File: config.mk
export PLATFORM = sky130hd
export DESIGN_NAME = ic_test_sequencer_flat
export DESIGN_NICKNAME = d
export VERILOG_FILES = /design/src/rtl/ic_test_sequencer_if.sv /design/src/rtl/ic_test_sequencer.sv /design/src/flat_wrapper.sv
export SDC_FILE = /design/constraint.sdc
export NUM_CORES = 1
export LEC_CHECK = 0
export ABC_AREA = 1
export CORE_AREA = 2 2 95 97
export CTS_CLUSTER_SIZE = 30
export DETAILED_ROUTE_END_ITERATION = 10
export DIE_AREA = 0 0 97 99
export MAX_ROUTING_LAYER = met4
export PLACE_DENSITY = 0.7
export SKIP_CTS_REPAIR_TIMING = 1
export SLEW_MARGIN = 0
export SYNTH_ARGS = -nofsm -noshare
export SYNTH_HDL_FRONTEND = slang
export SYNTH_SLANG_ARGS = --single-unit
export TNS_END_PERCENT = 1
File: constraint.sdc
create_clock -name clk -period 3.9 [get_ports clk]
set_clock_uncertainty 0.2 [all_clocks]
set_input_delay 0.975 -clock clk [delete_from_list [all_inputs] [get_ports clk]]
set_output_delay 0.975 -clock clk [all_outputs]
set_load 0.05 [all_outputs]
File: src/rtl/ic_test_sequencer_if.sv
// Signal bundle between the IC-identification sequencer, its front-panel
// controls and the logical-function checker it drives.
interface ic_test_sequencer_if;
    logic        start;
    logic        scan_mode;
    logic        icg;
    logic        chk_pass;
    logic        chk_fail;
    logic [2:0]  tester;
    logic [2:0]  gate;
    logic        icg_out;
    logic        busy;
    logic        done;
    logic        id_valid;
    logic [3:0]  id_index;
    logic        not_found;
    logic        timeout;
    logic        aborted;
    logic [13:0] pass_map;

    modport master (
        output start, scan_mode, icg, chk_pass, chk_fail,
        input  tester, gate, icg_out, busy, done, id_valid, id_index, not_found,
               timeout, aborted, pass_map
    );

    modport slave (
        input  start, scan_mode, icg, chk_pass, chk_fail,
        output tester, gate, icg_out, busy, done, id_valid, id_index, not_found,
               timeout, aborted, pass_map
    );
endinterface

File: src/rtl/ic_test_sequencer.sv
// Walks a fixed table of 14 (tester, gate) candidates through the checker,
// clearing it before each one and recording pass/fail/timeout results.
module ic_test_sequencer #(
    parameter int unsigned CLEAR_CYCLES   = 4,
    parameter int unsigned SETTLE_CYCLES  = 12500005,
    parameter int unsigned TIMEOUT_CYCLES = 37500015,
    parameter int unsigned CNT_W          = 32
) (
    input logic               clk,
    input logic               reset_n,
    ic_test_sequencer_if.slave bus
);

    typedef enum logic [2:0] {StIdle, StClear, StSettle, StWait, StRecord, StDone} state_e;

    localparam logic [CNT_W-1:0] ClearLast   = CNT_W'(CLEAR_CYCLES - 1);
    localparam logic [CNT_W-1:0] SettleLast  = CNT_W'(SETTLE_CYCLES - 1);
    localparam logic [CNT_W-1:0] TimeoutLast = CNT_W'(TIMEOUT_CYCLES - 1);
    localparam logic [3:0]       LastIdx     = 4'd13;

    state_e           state_q, state_d;
    logic [CNT_W-1:0] cnt_q, cnt_d;
    logic             start_q;
    logic             scan_q, scan_d;
    logic [3:0]       idx_q, idx_d;
    logic [2:0]       tester_q, tester_d;
    logic [2:0]       gate_q, gate_d;
    logic             cand_pass_q, cand_pass_d;
    logic             id_valid_q, id_valid_d;
    logic [3:0]       id_index_q, id_index_d;
    logic             not_found_q, not_found_d;
    logic             timeout_q, timeout_d;
    logic             aborted_q, aborted_d;
    logic [13:0]      pass_map_q, pass_map_d;
    logic             start_rise;
    logic             active;
    logic             abort;

    function automatic logic [5:0] cand_sel(input logic [3:0] i);
        logic [2:0] t;
        logic [2:0] g;
        if (i == 4'd0) begin
            t = 3'd0; g = 3'd0;
        end else if (i <= 4'd6) begin
            t = 3'd1; g = 3'(i - 4'd1);
        end else if (i <= 4'd9) begin
            t = 3'd2; g = 3'(i - 4'd7);
        end else if (i <= 4'd11) begin
            t = 3'd3; g = 3'(i - 4'd10);
        end else begin
            t = 3'd4; g = 3'(i - 4'd12);
        end
        return {t, g};
    endfunction

    assign start_rise = bus.start & ~start_q;
    assign active     = state_q inside {StClear, StSettle, StWait, StRecord};
    assign abort      = active & ~bus.icg;

    always_comb begin
        state_d     = state_q;
        scan_d      = scan_q;
        idx_d       = idx_q;
        tester_d    = tester_q;
        gate_d      = gate_q;
        cand_pass_d = cand_pass_q;
        id_valid_d  = id_valid_q;
        id_index_d  = id_index_q;
        not_found_d = not_found_q;
        timeout_d   = timeout_q;
        aborted_d   = aborted_q;
        pass_map_d  = pass_map_q;

        if (abort) begin
            // pass_map and timeout survive an abort for post-mortem inspection
            state_d     = StIdle;
            aborted_d   = 1'b1;
            id_valid_d  = 1'b0;
            not_found_d = 1'b0;
        end else begin
            case (state_q)
                StIdle: begin
                    if (start_rise && bus.icg) begin
                        id_valid_d          = 1'b0;
                        id_index_d          = 4'd0;
                        not_found_d         = 1'b0;
                        timeout_d           = 1'b0;
                        aborted_d           = 1'b0;
                        pass_map_d          = '0;
                        scan_d              = bus.scan_mode;
                        idx_d               = 4'd0;
                        {tester_d, gate_d}  = cand_sel(4'd0);
                        state_d             = StClear;
                    end
                end
                StClear: if (cnt_q == ClearLast) state_d = StSettle;
                StSettle: if (cnt_q == SettleLast) state_d = StWait;
                StWait: begin
                    // fail dominates a simultaneous pass
                    if (bus.chk_fail) begin
                        cand_pass_d = 1'b0;
                        state_d     = StRecord;
                    end else if (bus.chk_pass) begin
                        cand_pass_d       = 1'b1;
                        pass_map_d[idx_q] = 1'b1;
                        state_d           = StRecord;
                    end else if (cnt_q == TimeoutLast) begin
                        cand_pass_d = 1'b0;
                        timeout_d   = 1'b1;
                        state_d     = StRecord;
                    end
                end
                StRecord: begin
                    if (cand_pass_q && !scan_q) begin
                        id_valid_d = 1'b1;
                        id_index_d = idx_q;
                        state_d    = StDone;
                    end else begin
                        if (cand_pass_q && !id_valid_q) begin
                            id_valid_d = 1'b1;
                            id_index_d = idx_q;
                        end
                        if (idx_q == LastIdx) begin
                            state_d = StDone;
                        end else begin
                            idx_d              = idx_q + 4'd1;
                            {tester_d, gate_d} = cand_sel(idx_q + 4'd1);
                            state_d            = StClear;
                        end
                    end
                end
                StDone: state_d = StIdle;
                default: state_d = StIdle;
            endcase
        end

        // not_found is valid alongside the done pulse
        if (state_d == StDone) not_found_d = ~id_valid_d;

        if (state_d != state_q || state_q == StIdle) cnt_d = '0;
        else                                          cnt_d = cnt_q + CNT_W'(1);
    end

    always_ff @(posedge clk or negedge reset_n) begin
        if (!reset_n) begin
            state_q     <= StIdle;
            cnt_q       <= '0;
            start_q     <= 1'b0;
            scan_q      <= 1'b0;
            idx_q       <= 4'd0;
            tester_q    <= 3'd0;
            gate_q      <= 3'd0;
            cand_pass_q <= 1'b0;
            id_valid_q  <= 1'b0;
            id_index_q  <= 4'd0;
            not_found_q <= 1'b0;
            timeout_q   <= 1'b0;
            aborted_q   <= 1'b0;
            pass_map_q  <= '0;
        end else begin
            state_q     <= state_d;
            cnt_q       <= cnt_d;
            start_q     <= bus.start;
            scan_q      <= scan_d;
            idx_q       <= idx_d;
            tester_q    <= tester_d;
            gate_q      <= gate_d;
            cand_pass_q <= cand_pass_d;
            id_valid_q  <= id_valid_d;
            id_index_q  <= id_index_d;
            not_found_q <= not_found_d;
            timeout_q   <= timeout_d;
            aborted_q   <= aborted_d;
            pass_map_q  <= pass_map_d;
        end
    end

    assign bus.tester    = tester_q;
    assign bus.gate      = gate_q;
    assign bus.icg_out   = state_q inside {StSettle, StWait, StRecord};
    assign bus.busy      = active;
    assign bus.done      = (state_q == StDone);
    assign bus.id_valid  = id_valid_q;
    assign bus.id_index  = id_index_q;
    assign bus.not_found = not_found_q;
    assign bus.timeout   = timeout_q;
    assign bus.aborted   = aborted_q;
    assign bus.pass_map  = pass_map_q;

endmodule

File: src/flat_wrapper.sv
// flat-port wrapper written by rule: the top's interface ports become plain ports
module ic_test_sequencer_flat 
#(
    parameter int unsigned CLEAR_CYCLES   = 4,
    parameter int unsigned SETTLE_CYCLES  = 12500005,
    parameter int unsigned TIMEOUT_CYCLES = 37500015,
    parameter int unsigned CNT_W          = 32
)
  (clk, reset_n, bus_start, bus_scan_mode, bus_icg, bus_chk_pass, bus_chk_fail, bus_tester, bus_gate, bus_icg_out, bus_busy, bus_done, bus_id_valid, bus_id_index, bus_not_found, bus_timeout, bus_aborted, bus_pass_map);
  ic_test_sequencer_if bus_i ();
  input logic clk;
  input logic reset_n;
  input wire logic [$bits(bus_i.start)-1:0] bus_start;
  input wire logic [$bits(bus_i.scan_mode)-1:0] bus_scan_mode;
  input wire logic [$bits(bus_i.icg)-1:0] bus_icg;
  input wire logic [$bits(bus_i.chk_pass)-1:0] bus_chk_pass;
  input wire logic [$bits(bus_i.chk_fail)-1:0] bus_chk_fail;
  output wire logic [$bits(bus_i.tester)-1:0] bus_tester;
  output wire logic [$bits(bus_i.gate)-1:0] bus_gate;
  output wire logic [$bits(bus_i.icg_out)-1:0] bus_icg_out;
  output wire logic [$bits(bus_i.busy)-1:0] bus_busy;
  output wire logic [$bits(bus_i.done)-1:0] bus_done;
  output wire logic [$bits(bus_i.id_valid)-1:0] bus_id_valid;
  output wire logic [$bits(bus_i.id_index)-1:0] bus_id_index;
  output wire logic [$bits(bus_i.not_found)-1:0] bus_not_found;
  output wire logic [$bits(bus_i.timeout)-1:0] bus_timeout;
  output wire logic [$bits(bus_i.aborted)-1:0] bus_aborted;
  output wire logic [$bits(bus_i.pass_map)-1:0] bus_pass_map;
  assign bus_i.start = bus_start;
  assign bus_i.scan_mode = bus_scan_mode;
  assign bus_i.icg = bus_icg;
  assign bus_i.chk_pass = bus_chk_pass;
  assign bus_i.chk_fail = bus_chk_fail;
  assign bus_tester = bus_i.tester;
  assign bus_gate = bus_i.gate;
  assign bus_icg_out = bus_i.icg_out;
  assign bus_busy = bus_i.busy;
  assign bus_done = bus_i.done;
  assign bus_id_valid = bus_i.id_valid;
  assign bus_id_index = bus_i.id_index;
  assign bus_not_found = bus_i.not_found;
  assign bus_timeout = bus_i.timeout;
  assign bus_aborted = bus_i.aborted;
  assign bus_pass_map = bus_i.pass_map;
  ic_test_sequencer #(.CLEAR_CYCLES(CLEAR_CYCLES), .SETTLE_CYCLES(SETTLE_CYCLES), .TIMEOUT_CYCLES(TIMEOUT_CYCLES), .CNT_W(CNT_W)) u_core (.clk(clk), .reset_n(reset_n), .bus(bus_i));
endmodule
Word-level counts from Yosys, hierarchy flattened
Cells that the tools add are included.
{"block": "word_totals", "output_inout_bits": 31, "mem_count": 0, "latchBits": 0, "wordCells": 133, "inputBits": 7, "ff_bits": 70, "mem_bits_ro": 0, "ramBits": 0}
{"block": "classes", "n_reduce_logical": 26, "n_div": 0, "n_lt_le_gt_ge": 5, "n_shift": 0, "bitwise": 7, "n_mux": 56, "add_sub_neg": 6, "n_mul": 0, "n_eq_ne": 19}
{"cell": "3-bit 2-to-1 mux", "count": 22}
{"cell": "14-bit 2-to-1 mux", "count": 3}
{"cell": "32-bit by 1-bit adder with 32-bit output, second input constant", "count": 1}
{"cell": "32-bit by 2-bit == test with 1-bit output, second input constant", "count": 1}
{"cell": "32-bit by 24-bit == test with 1-bit output, second input constant", "count": 1}
{"cell": "32-bit by 26-bit == test with 1-bit output, second input constant", "count": 1}
{"cell": "32-bit 2-to-1 mux", "count": 1}
{"cell": "14-bit one-hot mux with 2 select lines", "count": 1}
{"cell": "4-bit 2-to-1 mux", "count": 5}
{"cell": "1-bit 2-to-1 mux", "count": 16}
{"cell": "4-bit one-hot mux with 2 select lines", "count": 2}
{"cell": "3-bit one-hot mux with 5 select lines", "count": 1}
{"cell": "14-bit bitwise OR", "count": 1}
{"cell": "3-bit one-hot mux with 2 select lines", "count": 2}
{"cell": "3-bit nonzero test", "count": 4}
{"cell": "2-bit != test, second input constant", "count": 5}
{"cell": "5-bit AND reduction", "count": 2}
{"cell": "3-bit == test, second input constant", "count": 3}
{"cell": "4-bit <= comparator, second input constant", "count": 2}
{"cell": "2-bit nonzero test", "count": 4}
{"cell": "3-bit by 2-bit == test with 1-bit output, second input constant", "count": 2}
{"cell": "3-bit AND reduction", "count": 2}
{"cell": "6-bit AND reduction", "count": 1}
{"cell": "3-bit subtractor, second input constant", "count": 2}
{"cell": "other kinds (23)", "count": 34}

Depth between registers and ports, before layout
{"block": "logic_depth", "word_depth": 9, "depth_mapped": 17, "depth_no_buf": 16}

Worst setup path after synthesis
No wires, ideal clock.
{"block": "synth_timing", "path_kind": "flip-flop to output port", "from": "register u_core.state_q[0]", "to": "output bus_done", "t_required_ns": 2.725, "slack_ns": 1.163, "path_stages_with_launch": 3, "n_path_buf": 0, "arrival_ns": 1.562, "cell_sequence": "dfrtp_1 -> inv_1 -> nor3_1"}
{"block": "synth_via", "elab_chain_cells": 1}
{"element": "start, declared", "line": "ic_test_sequencer.sv:21", "text": "state_e state_q, state_d;"}
{"element": "start signal, assigned", "line": "ic_test_sequencer.sv:146", "text": "state_q <= StIdle;"}
{"element": "start signal, assigned", "line": "ic_test_sequencer.sv:161", "text": "state_q <= state_d;"}
{"element": "3-bit == test", "line": "ic_test_sequencer.sv:182", "text": "assign bus.done = (state_q == StDone);"}
{"element": "end, declared", "line": "flat_wrapper.sv:22", "text": "output wire logic [$bits(bus_i.done)-1:0] bus_done;"}
No other way between the ends.

Worst setup path after layout
{"block": "layout_timing", "from": "register u_core.state_q[1]", "to": "output bus_busy"}
{"block": "layout_via", "elab_chain_cells": 2, "elab_cells_between_ends": 5, "classes_between": "eq/ne (4); reduce/logical (1)"}
{"element": "3-bit by 1-bit == test with 1-bit output, or another cell as far along", "line": "ic_test_sequencer.sv:57", "text": "assign active = state_q inside {StClear, StSettle, StWait, StRecord};"}
{"element": "4-bit nonzero test (*)", "line": "ic_test_sequencer.sv:57"}
{"element": "end, declared", "line": "flat_wrapper.sv:21", "text": "output wire logic [$bits(bus_i.busy)-1:0] bus_busy;"}
Mark *: on every way between the ends. The rest lies on a longest branch, timed or not.

==> flow_summary_export.csv <==
group,metric,value,unit
outcome,status,"finished clean",
sta,period_needed,3.31,ns
grt,grt_pass1_wl,15200,um
floorplan,die_w,97,um
sta,period_share,84.9,%
placement,post-dp-hpwl,6860,um
clock_network,clk_pin_slew,0.07,ns
drt,drc,0,
clock_network,clock_sinks,70,
layout,regArea,1750,um^2
drt,antenna_left,0,
synthesis,ys_ff_latch,70,
drt,drtIter0Drc,119,
synthesis,syn_inst,506,
floorplan,ios,38,
synthesis,async_flop_share,100,%
clock_network,clockBufferDepth,2,
pwr,ir_drop,0.299,mV
synthesis,yosysMostFrequentCell,"nand2_1",
run,drv_cap,0,
layout,fill_cells,804,
layout,insertedDiodeCount,0,
sta,rsz0062_at_grt,"false",
floorplan,core_area,8550,um^2
grt,grt_max_degree,45,
sta,final-hold-violation-count,0,
clock_network,htree_levels,3,
grt,grtUsageTotal,20.2,%
drt,vias_per_cell,5.05,
layout,nNetsFinal,564,
layout,final_util,56.9,%
drt,wire_per_inst,13.6,um
floorplan,start_util,49.1,%
pwr,fin_total_pwr,2.02,mW
worst_setup_path,worstPathArrival,2.14,ns
synthesis,synthTopCellsByArea,"dfrtp_1, nor2_4, nand2_1",
worst_setup_path,cp_max_fo,9,
synthesis,syn_nets,521,
layout,multi_input_area,2110,um^2
drt,num_vias,3346,
synthesis,synth_area_per_cell,8.29,um^2
worst_setup_path,required,2.72,ns
layout,area_delta_synth_final,15.9,%
sta,slew_viol_final,0,
synthesis,synth_top_cell_by_area,"dfrtp_1",
pwr,p_per_area,415,nW/um^2
drt,wirelength,8980,um
grt,globalRouteOverflowTotal,0,
worst_setup_path,cp-end-kind,"output port",
synthesis,ys_warn_count,0,
layout,layout-drive-gt1-share,16.6,%
synthesis,synth_edf_count,0,
floorplan,die_h,99,um
sta,finalSetupViolCount,0,
sta,max_slew_margin,34.6,%
clock_network,cts_tree,"built",
synthesis,synth_commonest_cells,"nand2_1, nor2_1, dfrtp_1",
clock_network,root_buffer,"clkbuf_8",
placement,gp_congestion,0.892,
pwr,cellLeakagePower,2.06,nW
sta,tns,0,ns
synthesis,ys_seq_area_share,41.7,%
sta,tightest_slew,0.980,ns
drt,first_pass_iters,5,
grt,grt_pass1_vias,3224,
min_path,min_path_type,"flop to flop",
worst_setup_path,setup.worst_path.start_class,"flop",
floorplan,die_area,9600,um^2
clock_network,worstSkewPairLatency,0.35,ns
synthesis,synth_top_area_share,41.7,%
grt,antenna_found_initial,0,
synthesis,syn_area,4200,um^2
synthesis,synth_cell_types,33,
worst_setup_path,crit_type,"flop to output port",
floorplan,rows,34,
sta,fmax,302,MHz
placement,portBuffers,37,
clock_network,numCtsBuffers,9,
synthesis,synthFlopType,"dfrtp_1",
per-stage QoR:
step / setup WS, ns / cell area [um^2] / hold slack [ns] / cells
after floorplan: 1.16 / 4200 / 0.232 / 506
after global placement: 0.719 / 4650 / 0.263 / 646
after detailed placement: 0.652 / 4650 / 0.269 / 646
after CTS: 0.574 / 4860 / 0.278 / 662
after global routing: 0.455 / 4860 / 0.305 / 662
final: 0.589 / 4860 / 0.276 / 662
state kept, by name (all words and copies together), names as in the netlist:
signal / count
u_core.bus.aborted: 1
u_core.scan_q: 1
u_core.bus.id_index: 4
u_core.cnt_q: 32
u_core.idx_q: 4
u_core.state_q: 3
u_core.start_q: 1
u_core.bus.tester: 3
u_core.bus.id_valid: 1
u_core.bus.timeout: 1
u_core.cand_pass_q: 1
u_core.bus.gate: 3
u_core.bus.not_found: 1
u_core.bus.pass_map: 14
critical path: stages, from the launching register on:
cell and delay (ns):
dfrtp_1 0.43, nor2_2 0.20, nand2_2 0.18, nand3_2 0.16, clkdlybuf4s50_1 0.81
worst paths after layout:
check	startpoint	to	slack, ns	cells past startpoint
min in group asynchronous	reset_n	u_core.bus.not_found$_DFFE_PN0P_	0.58	1
worst max-delay path	u_core.state_q[1]$_DFF_PN0_	bus_busy	0.59	4
max in group asynchronous	reset_n	u_core.cnt_q[16]$_DFF_PN0_	2.14	2
worst min register to register	u_core.cnt_q[0]$_DFF_PN0_	u_core.cnt_q[0]$_DFF_PN0_	0.28	1
worst min-delay path	u_core.cnt_q[0]$_DFF_PN0_	u_core.cnt_q[0]$_DFF_PN0_	0.28	1
worst max register to register	u_core.cnt_q[0]$_DFF_PN0_	u_core.cnt_q[21]$_DFF_PN0_	1.23	16
metal layers:
layer / vias up / routed length (um) / global-route usage [%]
met5: - / 0 / -
li1: 1689 / - / -
met1: 1563 / 4210 / 26.5
met2: 75 / 4220 / 31.0
met3: 19 / 343 / 3.40
met4: 0 / 195 / 8.99
kinds of logic (layout without fill, tap and decap cells):
logic type                 Yosys count  in the layout  synth area share, %
and+or+nand+nor                    272            272                 34.5
buffers and inverters               76            124                 8.08
DFF                                 70             70                 41.7
AOI/OAI and AO/OA                   48             48                 6.65
xor gates and xnor gates            32             32                 6.68
adders and majority gates            8              8                 2.39
area by class of cell:
type	instances	area share, %
multi-input combinational	360	43.3
timing repair buffer	40	8.23
tap	108	2.78
inverter	68	5.25
clock inverter	5	1.70
sequential	70	36.0
clock buffer	11	2.70
layout by cell type (no fill, tap or decap), types with 7 or more instances in the layout:
master,n
dfrtp_1,70
xor2_1,24
clkdlybuf4s50_1,36
nand3_1,27
a31oi_1,8
nand2_2,11
a21oi_1,9
o21ai_0,11
nor2_4,32
o21ai_1,8
nor2_2,7
inv_1,51
nor2_1,76
clkbuf_8,9
nor3_1,17
nand2_1,83
nand4_1,10
ha_1,8
inv_2,16
xnor2_1,8
power breakdown:
part | internal, mW | leakage [nW] | total, mW | switching (mW)
registers | 0.761 | 0.962 | 0.788 | 0.0270
clock network | 0.363 | 0.108 | 0.640 | 0.277
logic | 0.147 | 0.985 | 0.592 | 0.445
(Power assumes the default switching activity.)
